===== config.mk =====
export PLATFORM = sky130hd
export DESIGN_NAME = regfile_wb_arbiter
export DESIGN_NICKNAME = d
export VERILOG_FILES = /design/src/rtl/regfile_wb_arbiter_pkg.sv /design/src/rtl/regfile_wb_arbiter_rr_arbiter.sv /design/src/rtl/regfile_wb_arbiter.sv
export SDC_FILE = /design/constraint.sdc
export NUM_CORES = 1
export LEC_CHECK = 0
export BUFFER_PORTS_ARGS = -buffer_cell sky130_fd_sc_hd__buf_2
export CORE_AREA = 5 5 97 99
export CTS_BUF_LIST = sky130_fd_sc_hd__clkbuf_4 sky130_fd_sc_hd__clkbuf_8
export DETAILED_ROUTE_END_ITERATION = 10
export DIE_AREA = 0 0 102 104
export PLACE_DENSITY = 0.88
export SYNTH_ARGS = -nofsm -noshare
export SYNTH_HDL_FRONTEND = slang
export SYNTH_SLANG_ARGS = --single-unit

===== constraint.sdc =====
create_clock -name clk -period 2.5 [get_ports clk]
set_input_delay 0.5 -clock clk [delete_from_list [all_inputs] [get_ports clk]]
set_output_delay 0.5 -clock clk [all_outputs]
set_load 0.05 [all_outputs]

===== src/rtl/regfile_wb_arbiter_pkg.sv =====
`default_nettype none
// ============================================================================
//  Module   : regfile_wb_arbiter_pkg
//  Purpose  : Shared register-file constants used by the writeback arbiter,
//             the register file and the decoder.
//  Contents : DEF_DATA_W / DEF_ADDR_W  default data and index widths
//             NUM_REGS                 architectural register count
//             REG_ZERO                 index of the hardwired-zero register
//  Revision : 1.0  initial release
// ============================================================================
package regfile_wb_arbiter_pkg;

    localparam int DEF_DATA_W = 32;
    localparam int DEF_ADDR_W = 5;
    localparam int NUM_REGS   = 32;
    localparam int REG_ZERO   = 0;

endpackage : regfile_wb_arbiter_pkg
`default_nettype wire


===== src/rtl/regfile_wb_arbiter_rr_arbiter.sv =====
`default_nettype none
// ============================================================================
//  Module   : rr_arbiter
//  Purpose  : Round-robin arbiter with a one-hot combinational grant. The
//             search starts at the priority pointer and wraps modulo NUM_REQ.
//             The pointer moves one past the granted requester on each grant.
//  Ports    : clk    system clock, rising edge
//             rst    asynchronous, active-low reset (pointer -> 0)
//             req    request vector, one bit per requester
//             en     grant enable; when low the grant is all zeros
//             grant  one-hot grant (all zeros when nothing is granted)
//  Revision : 1.0  initial release
// ============================================================================
module rr_arbiter #(
    parameter int NUM_REQ = 2
) (
    input  logic               clk,
    input  logic               rst,
    input  logic [NUM_REQ-1:0] req,
    input  logic               en,
    output logic [NUM_REQ-1:0] grant
);

    localparam int                 PTR_W  = $clog2(NUM_REQ);
    localparam logic [PTR_W-1:0]   C_LAST = PTR_W'(NUM_REQ - 1);

    logic [PTR_W-1:0] r_ptr;
    logic [PTR_W-1:0] w_gidx;
    logic [PTR_W-1:0] w_ptr_next;
    logic             w_found;

    // Scan from the pointer upward; the first valid requester wins.
    always_comb begin
        int               idx;
        logic [PTR_W-1:0] sel;
        grant   = '0;
        w_gidx  = '0;
        w_found = 1'b0;
        idx     = 0;
        sel     = '0;
        if (en) begin
            for (int k = 0; k < NUM_REQ; k++) begin
                idx = int'(r_ptr) + k;
                if (idx >= NUM_REQ) begin
                    idx = idx - NUM_REQ;
                end
                sel = PTR_W'(idx);
                if (!w_found && req[sel]) begin
                    grant[sel] = 1'b1;
                    w_gidx     = sel;
                    w_found    = 1'b1;
                end
            end
        end
    end

    // Explicit wrap: NUM_REQ need not be a power of two.
    assign w_ptr_next = (w_gidx == C_LAST) ? '0 : w_gidx + PTR_W'(1);

    always_ff @(posedge clk or negedge rst) begin
        if (!rst) begin
            r_ptr <= '0;
        end else if (w_found) begin
            r_ptr <= w_ptr_next;
        end
    end

endmodule : rr_arbiter
`default_nettype wire


===== src/rtl/regfile_wb_arbiter.sv =====
`default_nettype none
// ============================================================================
//  Module   : regfile_wb_arbiter
//  Purpose  : Shares the register file write port between NUM_REQ writeback
//             requesters with a round-robin valid/ready handshake. The granted
//             write is registered onto rf_en / rf_rd_addr / rf_data_in. The
//             block also bypasses that in-flight write onto both read operands.
//  Ports    : clk, rst                 clock / async active-low reset
//             req_valid, req_ready     per-requester handshake
//             req_addr, req_data       packed per-requester index / data
//             wb_stall                 blocks all grants this cycle
//             rf_en, rf_rd_addr,
//             rf_data_in               registered register-file write port
//             rs1_addr, rs2_addr       read indices
//             rf_op_a, rf_op_b         raw register-file read data
//             op_a, op_b               bypassed operands
//  Revision : 1.0  initial release
// ============================================================================
module regfile_wb_arbiter
    import regfile_wb_arbiter_pkg::*;
#(
    parameter int NUM_REQ = 2,
    parameter int DATA_W  = DEF_DATA_W,
    parameter int ADDR_W  = DEF_ADDR_W
) (
    input  logic                      clk,
    input  logic                      rst,
    input  logic [NUM_REQ-1:0]        req_valid,
    output logic [NUM_REQ-1:0]        req_ready,
    input  logic [NUM_REQ*ADDR_W-1:0] req_addr,
    input  logic [NUM_REQ*DATA_W-1:0] req_data,
    input  logic                      wb_stall,
    output logic                      rf_en,
    output logic [ADDR_W-1:0]         rf_rd_addr,
    output logic [DATA_W-1:0]         rf_data_in,
    input  logic [ADDR_W-1:0]         rs1_addr,
    input  logic [ADDR_W-1:0]         rs2_addr,
    input  logic [DATA_W-1:0]         rf_op_a,
    input  logic [DATA_W-1:0]         rf_op_b,
    output logic [DATA_W-1:0]         op_a,
    output logic [DATA_W-1:0]         op_b
);

    localparam logic [ADDR_W-1:0] C_ZERO = ADDR_W'(REG_ZERO);

    logic              w_arb_en;
    logic              w_xfer;
    logic              w_wr;
    logic [ADDR_W-1:0] w_sel_addr;
    logic [DATA_W-1:0] w_sel_data;
    logic              r_rf_en;
    logic [ADDR_W-1:0] r_rf_rd_addr;
    logic [DATA_W-1:0] r_rf_data_in;

    // Gating with rst keeps req_ready low for the whole reset window.
    assign w_arb_en = rst & ~wb_stall;

    rr_arbiter #(
        .NUM_REQ (NUM_REQ)
    ) u_rr_arbiter (
        .clk   (clk),
        .rst   (rst),
        .req   (req_valid),
        .en    (w_arb_en),
        .grant (req_ready)
    );

    // Grant is one-hot, so at most one slice is picked.
    always_comb begin
        w_sel_addr = '0;
        w_sel_data = '0;
        for (int i = 0; i < NUM_REQ; i++) begin
            if (req_ready[i]) begin
                w_sel_addr = req_addr[i*ADDR_W +: ADDR_W];
                w_sel_data = req_data[i*DATA_W +: DATA_W];
            end
        end
    end

    assign w_xfer = |req_ready;
    // Writes to x0 complete the handshake but never reach the register file.
    assign w_wr   = w_xfer && (w_sel_addr != C_ZERO);

    // Address/data only load on a real write so the last committed write stays visible.
    always_ff @(posedge clk or negedge rst) begin
        if (!rst) begin
            r_rf_en      <= 1'b0;
            r_rf_rd_addr <= '0;
            r_rf_data_in <= '0;
        end else begin
            r_rf_en <= w_wr;
            if (w_wr) begin
                r_rf_rd_addr <= w_sel_addr;
                r_rf_data_in <= w_sel_data;
            end
        end
    end

    assign rf_en      = r_rf_en;
    assign rf_rd_addr = r_rf_rd_addr;
    assign rf_data_in = r_rf_data_in;

    // Forward the write the register file has not committed yet.
    assign op_a = (r_rf_en && (r_rf_rd_addr == rs1_addr) && (rs1_addr != C_ZERO))
                  ? r_rf_data_in : rf_op_a;
    assign op_b = (r_rf_en && (r_rf_rd_addr == rs2_addr) && (rs2_addr != C_ZERO))
                  ? r_rf_data_in : rf_op_b;

endmodule : regfile_wb_arbiter
`default_nettype wire

; Yosys cells after proc, flatten, opt, wreduce, memory -nomap -nowiden
; Cells that the tools add are included.
[classes]
addsub = 4
mul = 0
div = 0
magnitude_cmp = 6
n_eq_ne = 2
shift = 0
n_mux = 30
bitwise = 3
reduce_logical = 13
[ops]
columns = operator, n
row1 = $mux 32, 4
row2 = $mux 1, 18
row3 = $reduce_bool 5->1, 3
row4 = $eq 5x5->1, 2
row5 = $mux 5, 2
row6 = $logic_and 1x1->1, 8
row7 = $mux 2, 4
row8 = $lt 1x2->1 const B, 2
row9 = $add 1x1->2 const B, 1
row10 = $demux 1 s1, 2
row11 = $ge 1x1->1 const B, 2
row12 = $ge 1x2->1 const B, 1
row13 = $ge 2x2->1 const B, 1
row14 = $or 2x2->2, 1
row15 = $reduce_or 2->1, 1
row16 = $sub 1x1->1 const B, 2
row17 = $add 1x1->1 const B, 1
row18 = $and 1x1->1, 1
row19 = $logic_not 1->1, 1
row20 = $not 1->1, 1
[word_totals]
reg_bits = 39
latchBits = 0
ram_bits = 0
rom_bits = 0
output_inout_bits = 104
memories = 0

; Longest topological paths before layout
; Gate-level depths: netlist of run 1.
[logic_depth]
depth_word = 16
ltp_mapped = 6

; Hierarchy
; From an unflattened synthesis of run 1, not the netlist that was laid out.
[hier_totals]
cells_unflattened = 270
area_unflattened_um2 = 2947.8
[by_module_without_submodules]
columns = module, instances, cells_each, area_per_inst_um2, seq_area_each_um2
row1 = regfile_wb_arbiter, 1, 262, 2886.5, 950.9
row2 = rr_arbiter, 1, 8, 61.3, 25.0

; Worst setup path before layout of run 1
; OpenSTA, ideal clock, no wires.
[synth_path]
kind = flip-flop to output port
startpoint = reg r_rf_rd_addr[1], in the netlist rf_rd_addr[1]
endpoint = out op_a[10]
arrival_time_ps = 1955
path_slack_ps = 45
stages_incl_launch_ff = 6
path_cell_list = dfrtp_1 -> xnor2_2 -> nand3_1 -> a211oi_4 -> buf_6 -> mux2_4
[synth_via]
elab_chain_cells = 4
[synth_lines]
columns = item, line_no
row1 = "start, declared", regfile_wb_arbiter.sv:52  ; logic [ADDR_W-1:0] r_rf_rd_addr;
row2 = "start signal, assigned", regfile_wb_arbiter.sv:93  ; r_rf_rd_addr <= w_sel_addr;
row3 = $eq 5x5->1, regfile_wb_arbiter.sv:104  ; assign op_a = (r_rf_en && (r_rf_rd_addr == rs1_addr) && (rs1_addr != C_ZERO))
row4 = $logic_and 1x1->1 (2 in series), regfile_wb_arbiter.sv:104
row5 = $mux 32, regfile_wb_arbiter.sv:105  ; ? r_rf_data_in : rf_op_a;
row6 = "end, declared", regfile_wb_arbiter.sv:40  ; output logic [DATA_W-1:0] op_a,
; Every way passes these cells.

; Final worst setup path of run 1
[layout_path]
startpoint = reg r_rf_rd_addr[2], in the netlist rf_rd_addr[2]
endpoint = out op_b[1]
[layout_via]
elab_chain_cells = 4
[layout_lines]
columns = item, line_no
row1 = $eq 5x5->1, regfile_wb_arbiter.sv:106  ; assign op_b = (r_rf_en && (r_rf_rd_addr == rs2_addr) && (rs2_addr != C_ZERO))
row2 = $logic_and 1x1->1 (2 in series), regfile_wb_arbiter.sv:106
row3 = $mux 32, regfile_wb_arbiter.sv:107  ; ? r_rf_data_in : rf_op_b;
row4 = "end, declared", regfile_wb_arbiter.sv:41  ; output logic [DATA_W-1:0] op_b
; Every way passes these cells.

==> results of run 1 <==
## stage by stage
step	TNS, ps	instances	setup slack [ps]	hold slack [ps]
floorplan	0	234	45.18	204.4
global placement	-502.1	597	-42.99	304.3
detailed placement	-1804	597	-71.52	308.0
CTS	-7916	620	-154.9	349.8
global route	-13700	620	-273.5	384.1
finish	-9132	620	-202.0	337.7
## layout make-up
cell class / instances / area share, %
Multi-Input combinational cell: 171 / 37.91
Timing Repair Buffer: 287 / 39.10
Antenna cell: 1 / 0.04674
Clock buffer: 7 / 1.566
Tap cell: 108 / 2.524
Clock inverter: 1 / 0.09348
Inverter: 6 / 0.4207
Sequential cell: 39 / 18.35
## worst max path at each step
| stage | endpoint | slack [ps] | depth (start not counted) |
|---|---|---|---|
| 2_1_floorplan | op_a[10] | 50 | 5 |
| 3_3_place_gp | op_a[0] | -40 | 7 |
| 3_5_place_dp | op_a[0] | -70 | 7 |
| 4_1_cts | op_a[11] | -150 | 7 |
| 5_1_grt | op_b[13] | -270 | 7 |
| 6_report | op_b[1] | -200 | 7 |
## per-layer routing
layer,GRT usage (%),vias up
met2,43.13,177
met1,23.29,1512
met4,6.842,0
li1,-,1434
met3,6.439,25
met5,0,-
## kinds of logic after synthesis
| group | share of synthesized area (%) |
|---|---|
| xor gates and xnor gates | 2.521 |
| buffers and inverters | 5.244 |
| DFF | 31.71 |
| AOI/OAI and AO/OA | 14.39 |
| and+or+nand+nor | 2.480 |
| muxes | 43.66 |
## where the power goes
part | leakage [nW] | switching (W) | internal (W)
logic | 2.28 | 0.000847 | 0.000575
clock network | 0.0491 | 0.000220 | 0.000218
registers | 0.516 | 0.000116 | 0.000722
total | 2.84 | 0.00118 | 0.00152
## cells in the final DEF (no fill, tap or decap)
| master | synthesis | layout |
|---|---|---|
| clkbuf_8 | 0 | 5 |
| buf_16 | 0 | 1 |
| mux2_2 | 22 | 18 |
| inv_1 | 6 | 6 |
| o41ai_2 | 2 | 1 |
| buf_12 | 0 | 5 |
| nand3b_1 | 2 | 2 |
| a22oi_1 | 5 | 5 |
| a22o_2 | 0 | 1 |
| nor2_1 | 4 | 3 |
| o21ai_0 | 6 | 6 |
| dfrtp_2 | 0 | 5 |
| diode_2 | 0 | 1 |
| buf_6 | 8 | 61 |
| nor2_2 | 0 | 1 |
| xnor2_1 | 7 | 3 |
| mux2_1 | 4 | 4 |
| nand3_2 | 0 | 2 |
| buf_4 | 1 | 13 |
| buf_8 | 0 | 14 |
| buf_2 | 6 | 192 |
| nor3_1 | 2 | 2 |
| clkbuf_4 | 0 | 2 |
| o41ai_4 | 0 | 1 |
| dlygate4sd3_1 | 0 | 1 |
| a21oi_4 | 0 | 2 |
| clkinv_2 | 0 | 1 |
| xnor2_2 | 1 | 5 |
| nand2_1 | 7 | 7 |
| a211oi_4 | 2 | 2 |
| mux2_4 | 70 | 74 |
| dfrtp_1 | 39 | 34 |
| a22o_1 | 33 | 32 |
## worst register-to-register path, delay by kind of cell (launching register included)
kind / cells / cell delay (ps)
muxes: 1 / 390
DFF: 1 / 420
buffers and inverters: 2 / 390
AOI/OAI and AO/OA: 2 / 470
## what timing repair did
action / in CTS / in global routing
hold endpoints to repair: 1 / 0
resized for setup: 159 / 14
cloned: 3 / 0
endpoints found under the setup margin: 64 / 64
setup buffers: 11 / 1
hold buffers: 1 / 0
pin swaps: 11 / 9
## sequential cells by signal (all words and copies together) (netlist names)
name and count:
rf_data_in 32, rf_en 1, rf_rd_addr 5, u_rr_arbiter.r_ptr 1
==> parameters.txt, run 1 <==
Parameter                              Value

Worst setup path
  Ordered list of cells on the worst path ... xnor2_1, nand3_2, a211oi_4, buf_12, buf_12, mux2_4, buf_6
  Type of element capturing the critical path ... output port
  Kind of start point of the critical path ... register
  Worst setup startpoint ... rf_rd_addr[2]
  Worst reg2reg path depth ... 5
  Data arrival time of the worst path ... 2200 ps
  FF-to-FF Start ... u_rr_arbiter.r_ptr
  Worst path bufs/invs ... 3
  WS Path Type ... reg -> out
  Maximum fanout count along the critical path ... 10
  Kind of cell adding the most delay to the critical path ... buffers and inverters
  Most common cell on crit path ... buf_12
  Slowest stage cell on the critical path ... dfrtp_2
  Critical path's largest stage delay ... 440 ps
  CP Data Required Time ... 2000 ps
  Setup slack of the most critical reg-to-reg path ... 720 ps
  R2R Path End ... rf_data_in[16]

STA
  Final setup violation count ... 64
  Pins Over Slew Limit ... 0
  Relative slew slack ... roughly two thirds
  Setup repair after global routing missed its margin ... yes
  Worst Tran Pin Value ... around 500 ps
  Total count of hold-check failures in the final report ... 0
  Post-route clock skew ... 1.171 ps
  Crit path time final ... 2702 ps
  Slack of the critical path ... -202.0 ps
  Peak clock frequency supported by timing ... 0.3701 GHz
  Final worst-path cycle share ... 108.1%

Logic synthesis
  Number of register bits inferred by synthesis ... 39
  Post-synthesis sequential area ratio ... 31.71%
  Cell count after synthesis ... 234
  Most used standard cell by instance count after synthesis ... mux2_4
  Yosys cell types ... 23
  Async set or reset register ratio after synthesis ... 100.0%
  Number of enable-type register cells in the synthesized netlist ... 0
  List of most frequent post-synthesis cells ... mux2_4, dfrtp_1, a22o_1
  Prevailing post-synth register cell ... dfrtp_1
  Yosys warns ... 0
  Share of the synthesized area in the top cell type ... approximately 34%
  Synthesized Nets ... 387
  Synth area leader ... mux2_4
  Top cells by area in the synthesized netlist ... mux2_4, dfrtp_1, a22o_1
  Netlist area before placement ... 0.003078 sq mm
  Avg Inst Size Synth ... around 13 sq um

Clocking
  Root Driver ... clkbuf_8
  Clock insertion delay at the later pin of the skew report ... 280 ps
  Clock buffer count from CTS ... 5
  Clock tree from TritonCTS ... yes
  Number of H-tree branching levels ... 2
  Buffer depth of the longest clock path ... 2
  # clock sinks ... 39
  Clock Pin Slew Worst Setup and Hold Paths ... 80 ps

Global route
  Antenna violations before repair ... 1
  Global router's overall resource usage ... 22.68%
  Wire length of the first global-routing pass ... around 19 mm
  Vias in the first global route ... 3639
  Pin count of the biggest net entering global routing ... 39
  Overflow left after global routing ... 0

Route
  Via count of the routed design ... approximately 3100
  First DRT Iteration DRCs ... 70
  Highest routed layer ... met4
  First-pass DRT Iterations ... 4
  WL per Instance ... slightly above 20 microns
  Met1 wire length ... ~4.4 mm
  Vias per inst ... 5.077
  Post-route DRC violation count ... 0
  Met3 wire len ... 1.062 mm
  Met2 wire length ... 6.843 mm
  Number of nets with antenna violations after detailed routing ... 0
  Routed WL ... 12.63 mm

Power
  Overall power after layout ... roughly 0.0027 W
  Peak VDD IR ... 323.7 uV
  Power per cell area ... 504.0 mW/mm^2
  Static leakage power ... 2.844 nW

Cells and area
  Area overhead of the layout relative to synthesis ... 73.94%
  End-of-flow core utilization ... approximately 63%
  Share of cells above drive strength 1 ... 79.45%
  Count of fill cells added during filler insertion ... 634
  Number of nets in the final layout ... ~660
  Area of combinational cells with multiple inputs ... between 0.002 and 0.0025 sq mm
  Area taken by flip-flops and latches ... 982.2 sq um
  Finished Cell Area ... 0.005354 sq mm

Placement
  Dpl cell area ... about 0.0046 sq mm
  HPWL after DPL ... 9.282 mm
  Final weighted congestion in routability-driven placement ... 0.8191
  Quantity of I/O buffers inserted on ports ... 256

Die
  Standard cell core area ... between 0.008 and 0.009 sq mm
  Total Die Area ... about 0.011 sq mm
  Height of the chip ... 104 microns
  Ports placed on the boundary ... 257
  Number of placement rows ... 34
  Die Span X ... approximately 100 microns
  Initial Util ... 36.36%

Flow run
  Maximum capacitance violations ... 0

Run status
  Outcome ... finished, violations left
  Violations in the final reports ... negative setup slack

Worst hold path
  Class of the most critical hold timing path ... in -> async
Note: power is estimated with default switching activity, not from simulation.
==> run 2: changes to the inputs <==
REMOVE_ABC_BUFFERS = 1   (was not set)
==> parameters.txt, run 2 (synthesis results as in run 1) <==
Parameter                              Value

Worst setup path
  WS Path Type ... reg -> out
  Critical path's largest stage delay ... 470 ps (+30 ps)
  Maximum fanout count along the critical path ... 8 (-2)
  Ordered list of cells on the worst path ... xnor2_1, nand3_2, a211oi_4, buf_6, buf_16, mux2_4, buf_6
  Worst setup startpoint ... rf_rd_addr[3]
  Worst reg2reg path depth ... 5 (unchanged)
  FF-to-FF Start ... u_rr_arbiter.r_ptr
  Type of element capturing the critical path ... output port
  Slowest stage cell on the critical path ... dfrtp_2
  Most common cell on crit path ... buf_6
  Kind of start point of the critical path ... register
  R2R Path End ... rf_data_in[23]
  Setup slack of the most critical reg-to-reg path ... 780 ps (+60 ps)
  CP Data Required Time ... 2000 ps (about the same)
  Data arrival time of the worst path ... 2200 ps (about the same)

Global route
  Pin count of the biggest net entering global routing ... 26 (-33%)
  Antenna violations before repair ... 0 (-1)
  Vias in the first global route ... 3635 (-0.11%)
  Global router's overall resource usage ... 23.16% (+0.49 points)
  Wire length of the first global-routing pass ... 19.07 mm (+1.4%)
  Overflow left after global routing ... 0 (unchanged)

Clocking
  Clock Pin Slew Worst Setup and Hold Paths ... 80 ps (about the same)
  # clock sinks ... 39 (unchanged)
  CTS hold repair buffers ... 0 (-1)
  Root Driver ... clkbuf_8
  Number of H-tree branching levels ... 2 (unchanged)
  Clock insertion delay at the later pin of the skew report ... 290 ps (about the same)
  Buffer depth of the longest clock path ... 2 (unchanged)
  Clock tree from TritonCTS ... yes
  Clock buffer count from CTS ... 5 (unchanged)

Run status
  Violations in the final reports ... negative setup slack
  Outcome ... finished, violations left

Die
  Standard cell core area ... 0.008466 sq mm (unchanged)
  Total Die Area ... 0.01061 sq mm (unchanged)
  Height of the chip ... 104 microns (unchanged)
  Die Span X ... 102 microns (unchanged)
  Initial Util ... 36.36% (unchanged)
  Ports placed on the boundary ... 257 (unchanged)
  Number of placement rows ... 34 (unchanged)

STA
  Peak clock frequency supported by timing ... 0.3706 GHz (+0.14%)
  Slack of the critical path ... -198.4 ps (+3.670 ps)
  Post-route clock skew ... 5.945 ps (+4.774 ps)
  Pins Over Slew Limit ... 0 (unchanged)
  Final worst-path cycle share ... 107.9% (-0.15 points)
  Final Hold Slack ... 214.4 ps (-123.3 ps)
  Setup TNS Final ... -10190 ps (-1062 ps)
  Setup repair after global routing missed its margin ... yes
  Relative slew slack ... 75.40% (+9.5 points)
  Worst Tran Pin Value ... 365.1 ps (-147.2 ps)
  Crit path time final ... 2698 ps (-3.670 ps)
  Total count of hold-check failures in the final report ... 0 (unchanged)
  Final setup violation count ... 64 (unchanged)

Route
  First-pass DRT Iterations ... 4 (unchanged)
  WL per Instance ... 20.97 microns (+2.9%)
  Via count of the routed design ... 3194 (+1.5%)
  First DRT Iteration DRCs ... 74 (+5.7%)
  Post-route DRC violation count ... 0 (unchanged)
  Vias per inst ... 5.168 (+1.8%)
  Routed WL ... 12.96 mm (+2.6%)
  Number of nets with antenna violations after detailed routing ... 0 (unchanged)

Cells and area
  Finished Cell Area ... 0.005388 sq mm (+0.63%)
  Share of cells above drive strength 1 ... 79.22% (-0.24 points)
  Area taken by flip-flops and latches ... 979.7 sq um (-0.25%)
  Non-filler cells, final ... 618 (-0.32%)
  Area overhead of the layout relative to synthesis ... 75.04%
  Most common library cell in the layout ignoring fill and taps ... buf_2
  Ant diodes ... 0 (-1)
  Commonest non-fill, non-tap cells in the layout ... buf_2, mux2_4, buf_6
  Area of combinational cells with multiple inputs ... 0.002022 sq mm (-0.37%)
  Largest register FFs ... 32 (unchanged)
  Number of nets in the final layout ... 662 (-0.15%)
  Count of fill cells added during filler insertion ... 625 (-1.4%)

Placement
  Quantity of I/O buffers inserted on ports ... 256 (unchanged)
  HPWL after DPL ... 9.204 mm (-0.85%)
  Dpl cell area ... 0.004538 sq mm (-0.60%)
  Total instance count after detailed placement ... 595 (-0.34%)
  Final weighted congestion in routability-driven placement ... 0.8319 (+1.6%)

Power
  Peak VDD IR ... 310.1 uV (-4.2%)
  Static leakage power ... 2.857 nW (+0.45%)
  Power per cell area ... 535.4 mW/mm^2 (+6.2%)

Worst hold path
  Class of the most critical hold timing path ... in -> async

Flow run
  Maximum capacitance violations ... 0 (unchanged)
[run 2: changes by cell type in the layout (fill, tap and decap cells not counted), moves of 2 or more]
| cell | delta |
|---|---|
| dfrtp_1 | +2 |
| mux2_4 | -2 |
| dfrtp_2 | -2 |
| mux2_2 | +2 |
| buf_4 | +3 |
| bufinv_16 | +2 |
| buf_8 | -5 |
[run 2: routing by layer]
metal	vias to the layer above	wire [microns]	GRT usage [%]
met5	-	0	0
met4	0	410	8.716
met3	34	1110	5.298
met2	201	7135	44.89
met1	1521	4301	23.07
li1	1438	-	-
[run 2: worst max-delay path, delay by kind of cell (launching register included)]
kind | cells | cell delay [ps]
buf+inv | 3 | 520
xor+xnor | 1 | 230
simple gates | 1 | 130
flops | 1 | 470
mux | 1 | 310
compound gates | 1 | 250
[run 2: worst max path at each step]
stage	slack (ps)	endpoint	depth (start not counted)
final	-200	op_b[11]	7
after detailed placement	-100	op_b[31]	7
after floorplan	-2120	rf_data_in[13]	4
after global routing	-290	op_b[26]	7
after CTS	-190	op_a[6]	7
after global placement	-20	op_a[0]	7
[run 2: what timing repair did]
action / in CTS / in global routing
resized for setup: 151 / 10
cloned: 5 / 1
buffers inserted: 10 / 3
setup endpoints to repair: 64 / 64
pin swaps: 8 / 6
endpoints found under the hold margin: 0 / 0
[run 2: layout make-up]
| type | instances | area share [%] |
|---|---|---|
| inverter | 6 | 0.4180 |
| tap | 108 | 2.508 |
| sequential | 39 | 18.18 |
| clock buffer | 6 | 1.417 |
| timing repair buffer | 286 | 38.83 |
| clock inverter | 2 | 1.115 |
| multi-input combinational | 171 | 37.53 |
[run 2: per-stage QoR]
stage / util (%) / power, W / setup WS, ps
after global placement: 53.61 / 0.002027 / -19.49
after global routing: 63.64 / 0.003003 / -294.1
after detailed placement: 53.61 / 0.002061 / -96.22
after floorplan: - / 0.001684 / -2125
final: 63.64 / 0.002884 / -198.4
after CTS: 63.64 / 0.002867 / -188.7
[run 2: report_power, final]
group / total, W / leakage (nW) / switching [W] / internal [W]
clock: 0.000634 / 0.0688 / 0.000224 / 0.000410
sequential: 0.000843 / 0.519 / 0.000122 / 0.000721
combinational: 0.00141 / 2.27 / 0.000845 / 0.000562
total: 0.00288 / 2.86 / 0.00119 / 0.00169
==> run 3: changes to the inputs <==
ABC_AREA = 1   (was not set)
PLACE_DENSITY = 0.89   (was 0.88)
==> parameters.txt, run 3 <==
Parameter                              Value

Run status
  Outcome ... finished clean

Global route
  Overflow left after global routing ... 0 (unchanged)
  Pin count of the biggest net entering global routing ... 40 (+54%)
  Antenna violations before repair ... 0 (unchanged)
  Global router's overall resource usage ... 21.37% (-1.8 points)
  Wire length of the first global-routing pass ... 18.57 mm (-2.6%)
  Vias in the first global route ... 3772 (+3.8%)

Route
  Met2 wire length ... 6.725 mm (-5.7%)
  Routed WL ... 13.29 mm (+2.6%)
  Number of nets with antenna violations after detailed routing ... 0 (unchanged)
  First DRT Iteration DRCs ... 150 (+100%)
  First-pass DRT Iterations ... 4 (unchanged)
  Via count of the routed design ... 4164 (+30%)
  Met1 wire length ... 5.251 mm (+22%)
  Highest routed layer ... met4
  WL per Instance ... 15.83 microns (-25%)
  Vias per inst ... 4.957 (-4.1%)
  Post-route DRC violation count ... 0 (unchanged)
  Met3 wire len ... 1.094 mm (-1.4%)

Logic synthesis
  Yosys warns ... 0 (unchanged)
  Async set or reset register ratio after synthesis ... 100.0% (unchanged)
  Top cells by area in the synthesized netlist ... nand2_1, dfrtp_1, a22o_1
  Post-synthesis sequential area ratio ... 30.78% (-0.93 points)
  Cell count after synthesis ... 482 (+110%)
  Most used standard cell by instance count after synthesis ... nand2_1
  Netlist area before placement ... 0.003171 sq mm (+3.0%)
  Number of enable-type register cells in the synthesized netlist ... 0 (unchanged)
  List of most frequent post-synthesis cells ... nand2_1, nand4_1, dfrtp_1
  Avg Inst Size Synth ... 6.578 sq um (-50%)
  Yosys cell types ... 26 (+13%)
  Synth area leader ... nand2_1
  Share of the synthesized area in the top cell type ... 32.44% (-1.7 points)
  Prevailing post-synth register cell ... dfrtp_1
  Number of register bits inferred by synthesis ... 39 (unchanged)

STA
  Final setup violation count ... 0 (-100%)
  Final worst-path cycle share ... 95.81% (-12 points)
  Post-route clock skew ... 2.344 ps (-3.601 ps)
  Crit path time final ... 2395 ps (-303.1 ps)
  Worst Tran Pin Value ... 924.6 ps (+559.5 ps)
  Pins Over Slew Limit ... 0 (unchanged)
  Total count of hold-check failures in the final report ... 0 (unchanged)
  Relative slew slack ... 38.30% (-37 points)
  Peak clock frequency supported by timing ... 0.4175 GHz (+13%)

Worst setup path
  Data arrival time of the worst path ... 1900 ps (-300 ps)
  Slowest stage cell on the critical path ... dfrtp_1
  Type of element capturing the critical path ... output port
  Critical path's largest stage delay ... 390 ps (-80 ps)
  Worst path bufs/invs ... 4 (+1)
  WS Path Type ... reg -> out
  Kind of start point of the critical path ... register
  Kind of cell adding the most delay to the critical path ... simple AND/OR/NAND/NOR gates
  Maximum fanout count along the critical path ... 6 (-2)
  Ordered list of cells on the worst path ... inv_1, or2_1, nand4_1, inv_1, nand2_2, clkbuf_4, nand2_1, nand2_1, clkbuf_4
  CP Data Required Time ... 2000 ps (about the same)

Cells and area
  Number of nets in the final layout ... 884 (+34%)
  Count of fill cells added during filler insertion ... 850 (+36%)
  Share of cells above drive strength 1 ... 42.08% (-37 points)
  Finished Cell Area ... 0.004767 sq mm (-12%)
  Area of combinational cells with multiple inputs ... 0.001874 sq mm (-7.3%)
  Most common library cell in the layout ignoring fill and taps ... nand2_1
  Largest register FFs ... 32 (unchanged)
  Commonest non-fill, non-tap cells in the layout ... nand2_1, buf_2, nand4_1
  Ant diodes ... 0 (unchanged)
  Non-filler cells, final ... 840 (+36%)
  Area overhead of the layout relative to synthesis ... 50.36%
  Area taken by flip-flops and latches ... 977.2 sq um (-0.26%)

Power
  Net switching power ... 0.001201 W (+0.86%)
  Sequential share of power ... 31.3% (+2.1 points)
  Power per cell area ... 531.6 mW/mm^2 (-0.71%)
  Cell internal power dissipation ... 0.001333 W (-21%)
  Peak VDD IR ... 246.5 uV (-20%)
  Clock network power share ... 18.8% (-3.2 points)
  Fraction of power spent switching nets ... 47.41% (+6.1 points)
  Static leakage power ... 2.984 nW (+4.4%)
  Comb power frac ... 50.0% (+1.2 points)

Die
  Ports placed on the boundary ... 257 (unchanged)
  Initial Util ... 37.45% (+1.1 points)
  Die Span X ... 102 microns (unchanged)
  Total Die Area ... 0.01061 sq mm (unchanged)
  Height of the chip ... 104 microns (unchanged)
  Number of placement rows ... 34 (unchanged)
  Standard cell core area ... 0.008466 sq mm (unchanged)

Worst hold path
  Class of the most critical hold timing path ... in -> async

Clocking
  Clock insertion delay at the later pin of the skew report ... 280 ps (about the same)
  Clock buffer count from CTS ... 5 (unchanged)
  Clock tree from TritonCTS ... yes
  Number of H-tree branching levels ... 2 (unchanged)
  CTS hold repair buffers ... 0 (unchanged)
  Buffer depth of the longest clock path ... 2 (unchanged)
  Clock Pin Slew Worst Setup and Hold Paths ... 70 ps (about the same)
  Root Driver ... clkbuf_8
  # clock sinks ... 39 (unchanged)

Placement
  Quantity of I/O buffers inserted on ports ... 256 (unchanged)
  Dpl cell area ... 0.004451 sq mm (-1.9%)
  Final weighted congestion in routability-driven placement ... 0.8508 (+2.3%)
  HPWL after DPL ... 9.548 mm (+3.7%)
  Total instance count after detailed placement ... 827 (+39%)

Flow run
  Maximum capacitance violations ... 0 (unchanged)
## run 3: cell count changes after synthesis, sizes merged, moves of 8 or more
cell,delta
inv,+16
nand4,+44
nor2,+9
xnor2,-8
nand2,+271
buf,+18
mux2,-96
## run 3: final timing paths
check / depth (start not counted) / slack (ps) / start / endpoint
max: 9 / 100 / rf_rd_addr[1] / op_a[17]
min in group clk: 4 / 520 / req_data[21] / rf_data_in[21]
max in group asynchronous: 2 / 1800 / rst / rf_rd_addr[3]
min: 2 / 330 / rst / rf_data_in[4]
max reg2reg: 8 / 320 / u_rr_arbiter.r_ptr / rf_data_in[1]
min reg2reg: 2 / 580 / rf_rd_addr[2] / rf_rd_addr[2]
## run 3: what timing repair did
action | in CTS | in global routing
hold endpoints to repair | 0 | 0
pin swaps | 0 | 3
resized for setup | 1 | 84
endpoints found under the setup margin | 1 | 97
gates cloned | 0 | 4
setup buffers | 0 | 1
## run 3: per-stage QoR
stage          total power (W)  setup WS, ps  TNS, ps  hold WS [ps]  utilization [%]
6_report              0.002534         104.8        0         325.7            56.31
5_1_grt               0.002658        -20.16   -82.30         371.8            56.31
4_1_cts               0.002491         17.81        0         331.2            53.83
3_5_place_dp          0.002010        -128.6    -2923         559.9            52.57
3_3_place_gp          0.001995        -40.81    -1041         552.5            52.57
2_1_floorplan         0.001605        -528.5   -26630         204.4                -
## run 3: cell type report
type                    count  area share (%)
flip-flops and latches     39           20.50
repair buffers            273           33.44
inverters                  22           1.732
multi-input cells         390           39.32
well taps                 108           2.835
clock buffers               8           2.178
## run 3: cells by family (layout without fill, tap and decap cells)
logic type / count (synthesis) / after routing / synth area share, %
AO/OA/AOI/OAI: 41 / 41 / 10.42
XOR/XNOR: 2 / 2 / 0.5526
buffers and inverters: 55 / 303 / 11.09
flip-flops: 39 / 39 / 30.78
AND/OR/NAND/NOR: 345 / 347 / 47.16
## run 3: routing by layer
| layer | GRT usage, % | vias to the layer above |
|---|---|---|
| met5 | 0 | - |
| met4 | 6.279 | 0 |
| met3 | 3.823 | 18 |
| met2 | 37.37 | 207 |
| met1 | 26.35 | 1869 |
| li1 | - | 2070 |
## run 3: power by group through the flow
stage | Combinational [W] | Sequential [W] | Clock, W
2_1_floorplan | 0.000567 | 0.00104 | 0
3_3_place_gp | 0.00119 | 0.000800 | 0
4_1_cts | 0.00121 | 0.000790 | 0.000491
5_1_grt | 0.00134 | 0.000805 | 0.000508
3_5_place_dp | 0.00121 | 0.000802 | 0
6_report | 0.00127 | 0.000792 | 0.000476
